### src/rtl/mem_access_stage_pkg.sv
// Shared RISC-V definitions for the MEM stage: opcodes, funct3 size codes and FSM state encoding.
// The access-size helper decodes funct3 into byte, halfword or word.
package mem_access_stage_pkg;

    localparam logic [6:0] OPC_LOAD  = 7'b0000011;
    localparam logic [6:0] OPC_STORE = 7'b0100011;
    localparam logic [6:0] OPC_JAL   = 7'b1101111;
    localparam logic [6:0] OPC_JALR  = 7'b1100111;

    localparam logic [2:0] F3_B  = 3'b000;
    localparam logic [2:0] F3_H  = 3'b001;
    localparam logic [2:0] F3_W  = 3'b010;
    localparam logic [2:0] F3_BU = 3'b100;
    localparam logic [2:0] F3_HU = 3'b101;

    typedef enum logic [0:0] {
        ST_IDLE = 1'b0,
        ST_WAIT = 1'b1
    } mem_state_t;

    typedef enum logic [1:0] {
        SZ_BYTE = 2'd0,
        SZ_HALF = 2'd1,
        SZ_WORD = 2'd2
    } acc_size_t;

    // Unlisted funct3 codes fall through to a word access.
    function automatic acc_size_t access_size(input logic [2:0] funct3);
        case (funct3[1:0])
            2'b00:   return SZ_BYTE;
            2'b01:   return SZ_HALF;
            default: return SZ_WORD;
        endcase
    endfunction

endpackage

### src/rtl/mem_access_stage_load_align.sv
// Combinational load alignment: picks the byte/halfword lane of the read word
// and applies sign or zero extension according to funct3.
module mem_access_stage_load_align
    import mem_access_stage_pkg::*;
#(
    parameter int REG_WIDTH = 32
) (
    input  logic [REG_WIDTH-1:0] rdata,
    input  logic [1:0]           byte_off,
    input  logic [2:0]           funct3,
    output logic [REG_WIDTH-1:0] data
);

    localparam int LANES = REG_WIDTH / 8;

    logic [7:0]  lane [LANES];
    logic [7:0]  sel_b;
    logic [15:0] sel_h;

    genvar gi;
    generate
        for (gi = 0; gi < LANES; gi++) begin : g_lane
            assign lane[gi] = rdata[gi*8 +: 8];
        end
    endgenerate

    always_comb begin
        sel_b = lane[byte_off];
        sel_h = byte_off[1] ? rdata[31:16] : rdata[15:0];
        case (funct3)
            F3_B:    data = {{24{sel_b[7]}}, sel_b};
            F3_BU:   data = {24'b0, sel_b};
            F3_H:    data = {{16{sel_h[15]}}, sel_h};
            F3_HU:   data = {16'b0, sel_h};
            default: data = rdata;
        endcase
    end

endmodule

### src/rtl/mem_access_stage.sv
// MEM stage: ready-handshake data-memory access with wait/timeout FSM and MEM/WB register.
// Optional misaligned-access trapping is enabled by defining MISALIGN_CHECK_EN.
module mem_access_stage
    import mem_access_stage_pkg::*;
#(
    parameter int REG_WIDTH      = 32,
    parameter int REG_ADDR_WIDTH = 5,
    parameter int DMEM_TIMEOUT   = 16
) (
    input  logic                      clk,
    input  logic                      reset_n,
    input  logic [REG_WIDTH-1:0]      EX_MEM_alu_out,
    input  logic [REG_WIDTH-1:0]      EX_MEM_dataB,
    input  logic [6:0]                EX_MEM_inst_opcode,
    input  logic [2:0]                EX_MEM_funct3,
    input  logic [REG_ADDR_WIDTH-1:0] EX_MEM_rd,
    input  logic                      EX_MEM_reg_write_en,
    input  logic                      EX_MEM_mem_write_en,
    input  logic                      EX_MEM_wb_sel,
    output logic                      dmem_req,
    output logic                      dmem_we,
    output logic [REG_WIDTH-1:0]      dmem_addr,
    output logic [REG_WIDTH-1:0]      dmem_wdata,
    output logic [REG_WIDTH/8-1:0]    dmem_wstrb,
    input  logic                      dmem_ready,
    input  logic [REG_WIDTH-1:0]      dmem_rdata,
    output logic                      mem_stall,
    output logic [REG_WIDTH-1:0]      MEM_WB_alu_out,
    output logic [REG_WIDTH-1:0]      MEM_WB_mem_data,
    output logic [REG_ADDR_WIDTH-1:0] MEM_WB_rd,
    output logic                      MEM_WB_reg_write_en,
    output logic                      MEM_WB_wb_sel,
    output logic                      mem_err,
    output logic                      mem_misalign
);

    localparam int LANES = REG_WIDTH / 8;
    localparam int CNT_W = $clog2(DMEM_TIMEOUT + 1);
    localparam logic [CNT_W-1:0] CNT_MAX = CNT_W'(DMEM_TIMEOUT);
    localparam logic [CNT_W-1:0] CNT_ONE = CNT_W'(1);

    logic            access;
    logic            is_store;
    logic            misalign_hit;
    logic            eff_access;
    acc_size_t       size;
    logic [1:0]      off;

    mem_state_t      state_reg, state_next;
    logic [CNT_W-1:0] cnt_reg, cnt_next;
    logic            at_limit;
    logic            timeout;
    logic            req_int;
    logic            stall_int;

    logic [LANES-1:0]     strb_next;
    logic [REG_WIDTH-1:0] load_data;

    assign is_store = (EX_MEM_inst_opcode == OPC_STORE);
    assign access   = (EX_MEM_inst_opcode == OPC_LOAD) || is_store;
    assign size     = access_size(EX_MEM_funct3);
    assign off      = EX_MEM_alu_out[1:0];

`ifdef MISALIGN_CHECK_EN
    assign misalign_hit = access && (((size == SZ_HALF) && off[0]) ||
                                     ((size == SZ_WORD) && (off != 2'b00)));
`else
    assign misalign_hit = 1'b0;
`endif

    // A trapped misaligned access never reaches memory or the FSM.
    assign eff_access = access && !misalign_hit;

    always_ff @(posedge clk or negedge reset_n) begin
        if (!reset_n) begin
            state_reg <= ST_IDLE;
            cnt_reg   <= '0;
        end else begin
            state_reg <= state_next;
            cnt_reg   <= cnt_next;
        end
    end

    always_comb begin
        state_next = state_reg;
        cnt_next   = cnt_reg;
        case (state_reg)
            ST_IDLE: begin
                if (eff_access && !dmem_ready) begin
                    state_next = ST_WAIT;
                    cnt_next   = CNT_ONE;
                end
            end
            ST_WAIT: begin
                if (!eff_access || dmem_ready || timeout) begin
                    state_next = ST_IDLE;
                    cnt_next   = '0;
                end else begin
                    cnt_next = cnt_reg + CNT_ONE;
                end
            end
            default: begin
                state_next = ST_IDLE;
                cnt_next   = '0;
            end
        endcase
    end

    // At the limit the request drops; a late ready in that cycle still completes.
    always_comb begin
        at_limit  = (state_reg == ST_WAIT) && (cnt_reg == CNT_MAX);
        timeout   = eff_access && at_limit && !dmem_ready;
        req_int   = eff_access && !at_limit;
        stall_int = eff_access && !dmem_ready && !timeout;
    end

    always_comb begin
        strb_next  = '0;
        dmem_wdata = EX_MEM_dataB;
        case (size)
            SZ_BYTE: begin
                strb_next  = 4'b0001 << off;
                dmem_wdata = {4{EX_MEM_dataB[7:0]}};
            end
            SZ_HALF: begin
                strb_next  = 4'b0011 << {off[1], 1'b0};
                dmem_wdata = {2{EX_MEM_dataB[15:0]}};
            end
            default: strb_next = 4'b1111;
        endcase
    end

    assign dmem_req   = req_int && reset_n;
    assign dmem_we    = eff_access && EX_MEM_mem_write_en && reset_n;
    assign dmem_wstrb = (is_store && eff_access && reset_n) ? strb_next : '0;
    assign dmem_addr  = {EX_MEM_alu_out[REG_WIDTH-1:2], 2'b00};
    assign mem_stall  = stall_int && reset_n;

    mem_access_stage_load_align #(
        .REG_WIDTH (REG_WIDTH)
    ) u_load_align (
        .rdata    (dmem_rdata),
        .byte_off (off),
        .funct3   (EX_MEM_funct3),
        .data     (load_data)
    );

    always_ff @(posedge clk or negedge reset_n) begin
        if (!reset_n) begin
            MEM_WB_alu_out      <= '0;
            MEM_WB_mem_data     <= '0;
            MEM_WB_rd           <= '0;
            MEM_WB_reg_write_en <= 1'b0;
            MEM_WB_wb_sel       <= 1'b0;
            mem_err             <= 1'b0;
        end else begin
            if (stall_int) begin
                MEM_WB_reg_write_en <= 1'b0;
            end else begin
                MEM_WB_alu_out      <= EX_MEM_alu_out;
                MEM_WB_mem_data     <= load_data;
                MEM_WB_rd           <= EX_MEM_rd;
                MEM_WB_reg_write_en <= EX_MEM_reg_write_en && !timeout && !misalign_hit;
                MEM_WB_wb_sel       <= EX_MEM_wb_sel;
            end
            if (timeout) begin
                mem_err <= 1'b1;
            end
        end
    end

`ifdef MISALIGN_CHECK_EN
    logic misalign_reg;

    always_ff @(posedge clk or negedge reset_n) begin
        if (!reset_n) begin
            misalign_reg <= 1'b0;
        end else begin
            misalign_reg <= misalign_hit;
        end
    end

    assign mem_misalign = misalign_reg;
`else
    assign mem_misalign = 1'b0;
`endif

endmodule

### config.mk
export PLATFORM = sky130hd
export DESIGN_NAME = mem_access_stage
export DESIGN_NICKNAME = d
export VERILOG_FILES = /design/src/rtl/mem_access_stage_pkg.sv /design/src/rtl/mem_access_stage_load_align.sv /design/src/rtl/mem_access_stage.sv
export SDC_FILE = /design/constraint.sdc
export NUM_CORES = 1
export LEC_CHECK = 0
export CORE_MARGIN = 4
export CORE_UTILIZATION = 36
export DETAILED_ROUTE_END_ITERATION = 8
export HOLD_SLACK_MARGIN = 0.08
export PLACE_DENSITY = 0.78
export SLEW_MARGIN = 20
export SYNTH_ARGS = -nofsm -noshare
export SYNTH_HDL_FRONTEND = slang
export SYNTH_HIERARCHICAL = 1
export SYNTH_SLANG_ARGS = --single-unit
export TNS_END_PERCENT = 100
### constraint.sdc
create_clock -name clk -period 1.9 [get_ports clk]
set_clock_uncertainty 0.2 [all_clocks]
set_input_delay 0.38 -clock clk [delete_from_list [all_inputs] [get_ports clk]]
set_output_delay 0.38 -clock clk [all_outputs]
set_load 0.02 [all_outputs]
==> flow_summary.ini, run 1 <==
[synth]
synth_top_area_cell = dfrtp_1
synthMuxAreaShare_pct = 29.9
synth_cells = 397
async_flop_share_pct = 100
yosysSeqAreaShare_pct = 40.9
syn-mean-instance-area_um2 = 12.0
synth_top_area_share_pct = 40.9
synth_area_leaders = dfrtp_1 (41%), mux2_4 (22%), buf_4 (6.4%)
synth_edf_count = 0
ys_types = 46
synth_ff_type = dfrtp_1
yosys.area_share.simple_pct = 10.1
synth_xor_area_share_pct = 0.367
synthAdderAreaFrac_pct = 0.524
ys_ff_latch = 78
syn_area_mm2 = 0.00478
synth_top_family_by_area = multiplexers
synth_compound_area_share_pct = 6.91
synth.most_common_cell = dfrtp_1
ys_warn_count = 6
synth_common_cells = dfrtp_1 (78), mux2_4 (69), nand2_1 (54)

[global_routing]
grt_pass1_wl_mm = 24.4
grt_overflow_total = 0
groute.usage.overall_pct = 21.2
grt_max_degree = 48
grt_antenna_before_repair = 0
grt_pass1_vias = 4468

[pwr]
ir_worst_vdd_mv = 0.440
power_leakage_nw = 4.24
power_density_mw_per_mm2 = 643

[routing]
drtIter0Drc = 202
drc = 0
drtPass1Iterations = 4
vias = 4222
ant_nets = 0
wl_per_cell_um = 19.1
via_per_inst = 4.84
routed_wl_mm = 16.7

[timing]
fin_crit_sh_pct = 112
hold_viol = 0
rsz0062_at_grt = true
worst_hold_slack_ns = 0.0578
fin_ws_ns = -0.236
fmax_mhz = 468
tightestPinTransition_ns = 0.635
max_slew_margin_pct = 57.7
post-route-min-period_ns = 2.14
slew_viol_final = 0
setup_viol = 75

[run_status]
violations = setup timing
status = complete, but fails checks

[hold_path]
hold_class = input port to asynchronous set/reset pin

[floorplanning]
chipWidth_um = 123
die_h_um = 123
core_mm2 = 0.0128
start_util_pct = 37.2
ios = 261
fp-row-count = 41
dieArea_mm2 = 0.0152

[cells_and_area]
drive_above_1_share_pct = 37.0
finalNonFillerCells = 872
reg_top3 = MEM_WB_alu_out x32, MEM_WB_mem_data x32
fillCellCount = 989
diodes = 0
utilization_pct = 65.4
finalInstanceArea_mm2 = 0.00838
finalNetCount = 814
area_delta_synth_final_pct = 75.5

[critical_path]
cp_max_fo = 5
required_ns = 1.91
critPathKind = flip-flop to flip-flop
arrival_ns = 2.15
critPathLaunchType = flip-flop
endpoint_kind = flip-flop

[place]
placed_cell_area_mm2 = 0.00757
io_buffers = 257
placed_cells = 829
dp_hpwl_mm = 12.0
place_congestion = 0.831

[clock_network]
clkSinkCount = 78
clk_latency_ns = 0.33
path_clk_slew_ns = 0.06
clockBufferDepth = 2
cts_root_buffer = clkbuf_16
cts_max_level = 3
cts_tree = built
cts_buffers = 9

[run]
cap_violations = 0
[worst paths after layout]
check,cells past startpoint,endpoint,from,slack [ns]
hold reg to reg,1,mem_err$_DFFE_PN0P_,mem_err$_DFFE_PN0P_,0.26
max in group asynchronous,3,MEM_WB_alu_out[30]$_DFFE_PN0N_,reset_n,0.59
setup / recovery,9,MEM_WB_alu_out[16]$_DFFE_PN0N_,cnt_reg[0]$_DFFE_PN0P_,-0.24
hold / removal,2,MEM_WB_mem_data[18]$_DFFE_PN0N_,reset_n,0.06
setup reg to reg,9,MEM_WB_alu_out[16]$_DFFE_PN0N_,cnt_reg[0]$_DFFE_PN0P_,-0.24
min in group clk,1,mem_err$_DFFE_PN0P_,mem_err$_DFFE_PN0P_,0.26
[power by group]
group / internal (W) / total (W) / switching (W)
clock network: 0.00142 / 0.00214 / 0.000712
logic: 0.000751 / 0.00142 / 0.000668
registers: 0.00177 / 0.00184 / 0.0000621
[stage by stage]
step / setup WS, ns / power [W] / TNS (ns)
6_report: -0.236 / 0.00539 / -13.57
5_1_grt: -0.306 / 0.00562 / -19.82
4_1_cts: -0.264 / 0.00545 / -13.51
3_5_place_dp: -1.04 / 0.00336 / -71.73
3_3_place_gp: -0.944 / 0.00334 / -68.40
2_1_floorplan: -0.133 / 0.00255 / -3.25
[layout make-up]
cell class                      instances  area (µm²)  area share (%)
Inverter                                4        15.0           0.179
Multi-Input combinational cell        257        2380            28.4
Sequential cell                        78        1950            23.3
Timing Repair Buffer                  345        3450            41.1
Clock inverter                          7         145            1.73
Clock buffer                            9         225            2.69
Tap cell                              172         215            2.57
[layout by cell type, fill, tap and decap left out, drive strengths merged, types with 2 or more instances in the layout]
cell,count
clkbuf,12
mux2i,12
and2,3
o21ai,19
a22oi,8
bufinv,4
inv,5
nand2,57
nand2b,4
clkdlybuf4s50,104
o21a,2
nand3,4
buf,121
a21o,2
nor4,2
dlymetal6s2s,38
nor3b,2
o211ai,2
ha,2
mux2,91
clkdlybuf4s15,7
nor2b,6
o21bai,3
dlygate4sd2,72
nor3,3
conb,3
dfrtp,78
a21oi,10
nor2,9
[logic make-up (layout without fill, tap and decap cells)]
family,count (synthesis),in the layout
flip-flops,78,78
AND/OR/NAND/NOR,94,95
other,1,3
buffers and inverters,65,365
adder cells (fa/ha/maj),2,2
XOR/XNOR,2,2
multiplexers,104,104
AO/OA/AOI/OAI,51,51
[worst max-delay path, cell delays in order, from the launching register on]
cell and delay (ns):
dfrtp_1 0.34, inv_1 0.05, ha_2 0.17, and4bb_1 0.20, buf_4 0.15, nand2_4 0.07, and2_4 0.23, buf_6 0.16
clkbuf_16 0.15, mux2_4 0.30
[routing by layer]
layer | vias up | routed length, µm | GRT usage, %
met1 | 2017 | 6220 | 24.6
met3 | 21 | 1510 | 5.54
met5 | - | 0 | 0
met2 | 230 | 8620 | 38.5
met4 | 0 | 302 | 6.23
li1 | 1954 | - | -
[repair_timing]
action | in CTS | in global routing
gates resized for setup | 265 | 57
cloned | 9 | 1
pin swaps | 12 | 9
hold endpoints to repair | 46 | 0
endpoints found under the setup margin | 169 | 124
buffers inserted | 16 | 1
Note: power is estimated with default switching activity, not from simulation.
==> run 2: changes to the inputs <==
--- a/config.mk
+++ b/config.mk
@@ -8,8 +8,10 @@
 export CORE_MARGIN = 4
 export CORE_UTILIZATION = 36
 export DETAILED_ROUTE_END_ITERATION = 8
+export GPL_TIMING_DRIVEN = 1
 export HOLD_SLACK_MARGIN = 0.08
 export PLACE_DENSITY = 0.78
+export SETUP_SLACK_MARGIN = 0.15
 export SLEW_MARGIN = 20
 export SYNTH_ARGS = -nofsm -noshare
 export SYNTH_HDL_FRONTEND = slang
==> run 2 against run 1 <==
Compared with the run above: the flow finishes with violations (hold timing, setup timing); combinational power barely moved; first-iteration DRC count shrank 8.4%; critical path type unchanged; die area unchanged.
==> flow_summary.ini, run 2 (synthesis results as in run 1) <==
[routing]
drc = 0
vias = 4115
routed_wl_mm = 16.0
via_per_inst = 4.83
drtIter0Drc = 185
wl_per_cell_um = 18.7
ant_nets = 0
drtPass1Iterations = 4

[timing]
max_slew_margin_pct = 60.3
slew_viol_final = 0
rsz0062_at_grt = true
post-route-min-period_ns = 2.15
fin_ws_ns = -0.247
hold_viol = 31
worst_hold_slack_ns = -0.0323
tightestPinTransition_ns = 0.596
fmax_mhz = 466
setup_viol = 77
fin_crit_sh_pct = 113

[cells_and_area]
utilization_pct = 63.4
final_cell_mix = dlygate4sd2_1 (106), mux2_4 (86), dfrtp_1 (78), clkdlybuf4s50_1 (77), buf_4 (58)
layout_commonest_cell = dlygate4sd2_1
finalNetCount = 795
drive_above_1_share_pct = 40.9
area_delta_synth_final_pct = 70.2
finalInstanceArea_mm2 = 0.00813
reg_top3 = MEM_WB_alu_out x32, MEM_WB_mem_data x32
finalNonFillerCells = 852

[critical_path]
critPathLaunch = cnt_reg[1]$_DFFE_PN0P_
cp_max_fo = 8
critPathLaunchType = flip-flop
r2r-start = cnt_reg[1]$_DFFE_PN0P_
arrival_ns = 2.16
required_ns = 1.92
endpoint_kind = flip-flop
critPathKind = flip-flop to flip-flop

[clock_network]
path_clk_slew_ns = 0.06
cts_max_level = 3
cts_tree = built
clk_latency_ns = 0.33
clockBufferDepth = 2
cts_buffers = 9
cts_root_buffer = clkbuf_16
clkSinkCount = 78

[place]
io_buffers = 257
dp_hpwl_mm = 12.0
place_congestion = 0.854
post-place-ws_ns = -0.913
placed_cell_area_mm2 = 0.00761
placed_cells = 820

[global_routing]
grt_pass1_wl_mm = 24.0
groute.usage.overall_pct = 20.6
grt_pass1_vias = 4447
grt_overflow_total = 0
grt_max_degree = 48
grt_antenna_before_repair = 1

[run]
cap_violations = 0

[floorplanning]
fp-row-count = 41
ios = 261
chipWidth_um = 123
start_util_pct = 37.2
core_mm2 = 0.0128
die_h_um = 123
dieArea_mm2 = 0.0152

[pwr]
power_leakage_nw = 3.92
finalPower_w = 0.00492
power_density_mw_per_mm2 = 605
ir_worst_vdd_mv = 0.333

[hold_path]
hold_class = input port to asynchronous set/reset pin

[run_status]
violations = hold timing, setup timing
status = complete, but fails checks
run 2: cell types whose count changed in the layout (fill, tap and decap cells not counted), moves of 11 or more:
| cell | delta |
|---|---|
| dlygate4sd2_1 | +34 |
| clkbuf_2 | +11 |
| mux2_2 | -15 |
| buf_6 | +13 |
| mux2_4 | +15 |
| clkdlybuf4s50_1 | -27 |
| dlymetal6s2s_1 | -37 |
| clkdlybuf4s15_2 | +14 |
| buf_2 | -16 |
run 2: final cells by class:
class                           count  area [µm²]
Antenna cell                        1        2.50
Clock buffer                        9         225
Clock inverter                      5        52.6
Fill cell                        1044        4690
Inverter                            4        15.0
Multi-Input combinational cell    256        2490
Sequential cell                    78        1950
Tap cell                          172         215
Timing Repair Buffer              327        3180
run 2: through the flow:
| step | TNS [ns] | hold WS [ns] |
|---|---|---|
| finish | -14.81 | -0.0323 |
| global route | -20.56 | -0.000504 |
| CTS | -14.67 | -0.0372 |
| detailed placement | -72.48 | 0.243 |
| global placement | -69.23 | 0.239 |
| floorplan | -4.48 | -0.116 |
run 2: critical path, stage by stage (launching register included):
cell and delay [ns]:
dfrtp_1 0.36, inv_2 0.04, ha_2 0.16, and4bb_1 0.22, buf_6 0.13, nand2_4 0.04, and2_4 0.27, buf_12 0.16
buf_16 0.14, mux2_4 0.30
run 2: worst paths after layout:
check	end	slack, ns	cells after the start
setup / recovery	MEM_WB_mem_data[11]$_DFFE_PN0N_	-0.25	9
max in group asynchronous	MEM_WB_mem_data[29]$_DFFE_PN0N_	0.59	3
setup reg to reg	MEM_WB_mem_data[11]$_DFFE_PN0N_	-0.25	9
hold / removal	MEM_WB_mem_data[18]$_DFFE_PN0N_	-0.03	2
hold reg to reg	mem_err$_DFFE_PN0P_	0.25	1
min in group clk	mem_err$_DFFE_PN0P_	0.25	1
run 2: metal layers:
layer | vias up | track usage (%) | share of wire, %
met1 | 1950 | 22.3 | 36
met5 | - | 0 | 0
li1 | 1913 | - | -
met4 | 0 | 7.27 | 2.3
met3 | 29 | 5.03 | 9.0
met2 | 223 | 38.8 | 52
run 2: what timing repair did:
action                                  CTS  global route
endpoints found under the setup margin  213           110
gates cloned                              4             1
buffers inserted                          7             6
endpoints found under the hold margin    31            31
gates resized for setup                 419            37
pin swaps                                12            12
run 2: power breakdown:
group / internal (W) / leakage, nW / total, W / switching (W)
Combinational: 0.000753 / 2.84 / 0.00143 / 0.000678
Clock: 0.000995 / 0.137 / 0.00166 / 0.000660
Sequential: 0.00177 / 0.942 / 0.00183 / 0.0000605
Total: 0.00352 / 3.92 / 0.00492 / 0.00140
==> run 3: changes to the inputs <==
--- a/config.mk
+++ b/config.mk
@@ -6,11 +6,11 @@
 export NUM_CORES = 1
 export LEC_CHECK = 0
 export CORE_MARGIN = 4
-export CORE_UTILIZATION = 36
+export CORE_UTILIZATION = 30
 export DETAILED_ROUTE_END_ITERATION = 8
 export GPL_TIMING_DRIVEN = 1
 export HOLD_SLACK_MARGIN = 0.08
-export PLACE_DENSITY = 0.78
+export PLACE_DENSITY = 0.67
 export SETUP_SLACK_MARGIN = 0.15
 export SLEW_MARGIN = 20
 export SYNTH_ARGS = -nofsm -noshare
==> run 3 against run 2 <==
Compared with the run above: critical endpoint is now MEM_WB_alu_out[24]$_DFFE_PN0N_; critical path depth unchanged; count of clock-buffer cells in the layout stayed put; sequential share of layout area is 0.12 points higher; the run still ends with hold timing, setup timing left; non-clock buffer count fell by 5; first-iteration DRC count decreased by 39%; global-route usage shrank 2.9 points; register-to-register slack hardly changed.
==> flow_summary.ini, run 3 (synthesis results as in run 1) <==
[floorplanning]
ios = 261
dieArea_mm2 = 0.0180
start_util_pct = 31.0
fp-row-count = 45
die_h_um = 134
chipWidth_um = 134
core_mm2 = 0.0154

[global_routing]
grt_max_degree = 48
grt_pass1_vias = 4485
grt_overflow_total = 0
grt_pass1_wl_mm = 24.6
groute.usage.overall_pct = 17.7
grt_antenna_before_repair = 3

[timing]
max_slew_margin_pct = 59.3
post-route-min-period_ns = 2.16
hold_viol = 31
fin_crit_sh_pct = 114
slew_viol_final = 0
worst_hold_slack_ns = -0.0463
setup_viol = 77
fmax_mhz = 463
tightestPinTransition_ns = 0.611
rsz0062_at_grt = true
fin_ws_ns = -0.259

[critical_path]
endpoint_kind = flip-flop
max_stage_delay_ns = 0.38
cp_max_fo = 8
critPathKind = flip-flop to flip-flop
path_cells = inv_2 > ha_2 > and4bb_1 > buf_6 > nand2_4 > and2_4 > buf_12 > buf_16 > mux2_4
cp_slowest_cell = dfrtp_1
required_ns = 1.91
arrival_ns = 2.17
critPathLaunchType = flip-flop

[clock_network]
cts_buffers = 9
clockBufferDepth = 2
clkSinkCount = 78
clk_latency_ns = 0.34
cts_max_level = 3
path_clk_slew_ns = 0.07
cts_tree = built
cts_root_buffer = clkbuf_16

[cells_and_area]
reg_top3 = MEM_WB_alu_out x32, MEM_WB_mem_data x32
drive_above_1_share_pct = 39.9
finalNonFillerCells = 888
utilization_pct = 52.5
layout_commonest_cell = dlygate4sd2_1
area_delta_synth_final_pct = 69.4
fillCellCount = 1394
final_cell_mix = dlygate4sd2_1 (110), mux2_4 (84), dfrtp_1 (78), clkdlybuf4s50_1 (76), buf_4 (54)
finalInstanceArea_mm2 = 0.00809
finalNetCount = 790

[place]
placed_cell_area_mm2 = 0.00762
place_congestion = 0.868
placed_cells = 855
post-place-ws_ns = -0.910
dp_hpwl_mm = 12.7
io_buffers = 257

[routing]
drtIter0Drc = 113
vias = 4012
drc = 0
via_per_inst = 4.52
ant_nets = 0
routed_wl_mm = 16.5
wl_per_cell_um = 18.6
drtPass1Iterations = 4

[run_status]
violations = hold timing, setup timing
status = complete, but fails checks

[pwr]
ir_worst_vdd_mv = 0.380
power_leakage_nw = 3.88
power_density_mw_per_mm2 = 614

[hold_path]
hold_class = input port to asynchronous set/reset pin

[run]
cap_violations = 0
## run 3: cell count changes in the layout (fill, tap and decap cells not counted), sizes merged, moves of 2 or more
cell / previous run / this run
buf: 112 / 104
dlygate4sd2: 106 / 110
clkbuf: 21 / 23
clkdlybuf4s15: 19 / 17
## run 3: what timing repair did
item | CTS | global route
gates cloned | 3 | 2
endpoints found under the setup margin | 214 | 105
hold endpoints to repair | 31 | 31
pin swaps | 10 | 1
gates resized for setup | 415 | 30
buffers inserted | 7 | 4
## run 3: worst max-delay path, delay by kind of cell, from the launching register on
kind | cells | cell delay, ns
mux | 1 | 0.31
flops | 1 | 0.38
buf+inv | 4 | 0.47
fa+ha+maj | 1 | 0.15
simple gates | 3 | 0.51
## run 3: cell type report
cell class	count	area [µm²]	area share, %
Multi-Input combinational cell	256	2470	30.6
Inverter	4	15.0	0.186
Antenna cell	1	2.50	0.0309
Sequential cell	78	1950	24.1
Tap cell	211	264	3.26
Timing Repair Buffer	322	3090	38.2
Clock inverter	7	72.6	0.897
Clock buffer	9	225	2.78
## run 3: worst paths after layout
path,startpoint,end,slack (ns),depth (start not counted)
min in group clk,mem_err$_DFFE_PN0P_,mem_err$_DFFE_PN0P_,0.25,1
hold reg to reg,mem_err$_DFFE_PN0P_,mem_err$_DFFE_PN0P_,0.25,1
setup reg to reg,cnt_reg[1]$_DFFE_PN0P_,MEM_WB_alu_out[24]$_DFFE_PN0N_,-0.26,9
hold / removal,reset_n,MEM_WB_mem_data[12]$_DFFE_PN0N_,-0.05,2
setup / recovery,cnt_reg[1]$_DFFE_PN0P_,MEM_WB_alu_out[24]$_DFFE_PN0N_,-0.26,9
max in group asynchronous,reset_n,MEM_WB_alu_out[31]$_DFFE_PN0N_,0.58,3
## run 3: where the power goes
group / internal (W) / switching, W / leakage, nW
Sequential: 0.00177 / 0.0000629 / 0.942
Clock: 0.00102 / 0.000697 / 0.142
Combinational: 0.000737 / 0.000680 / 2.79
Total: 0.00353 / 0.00144 / 3.88
## run 3: metrics by stage
step | TNS [ns] | total power, W | hold WS [ns]
4_1_cts | -14.81 | 0.00503 | -0.0459
2_1_floorplan | -4.48 | 0.00257 | -0.116
3_3_place_gp | -71.69 | 0.00335 | 0.239
5_1_grt | -20.31 | 0.00521 | -0.0140
6_report | -15.43 | 0.00497 | -0.0463
3_5_place_dp | -73.16 | 0.00337 | 0.244
## run 3: metal layers
layer	GRT usage, %	wire, µm	vias up
li1	-	-	1895
met1	19.5	6150	1889
met2	31.5	8510	197
met3	6.19	1460	27
met4	6.62	369	4
met5	0	25	-
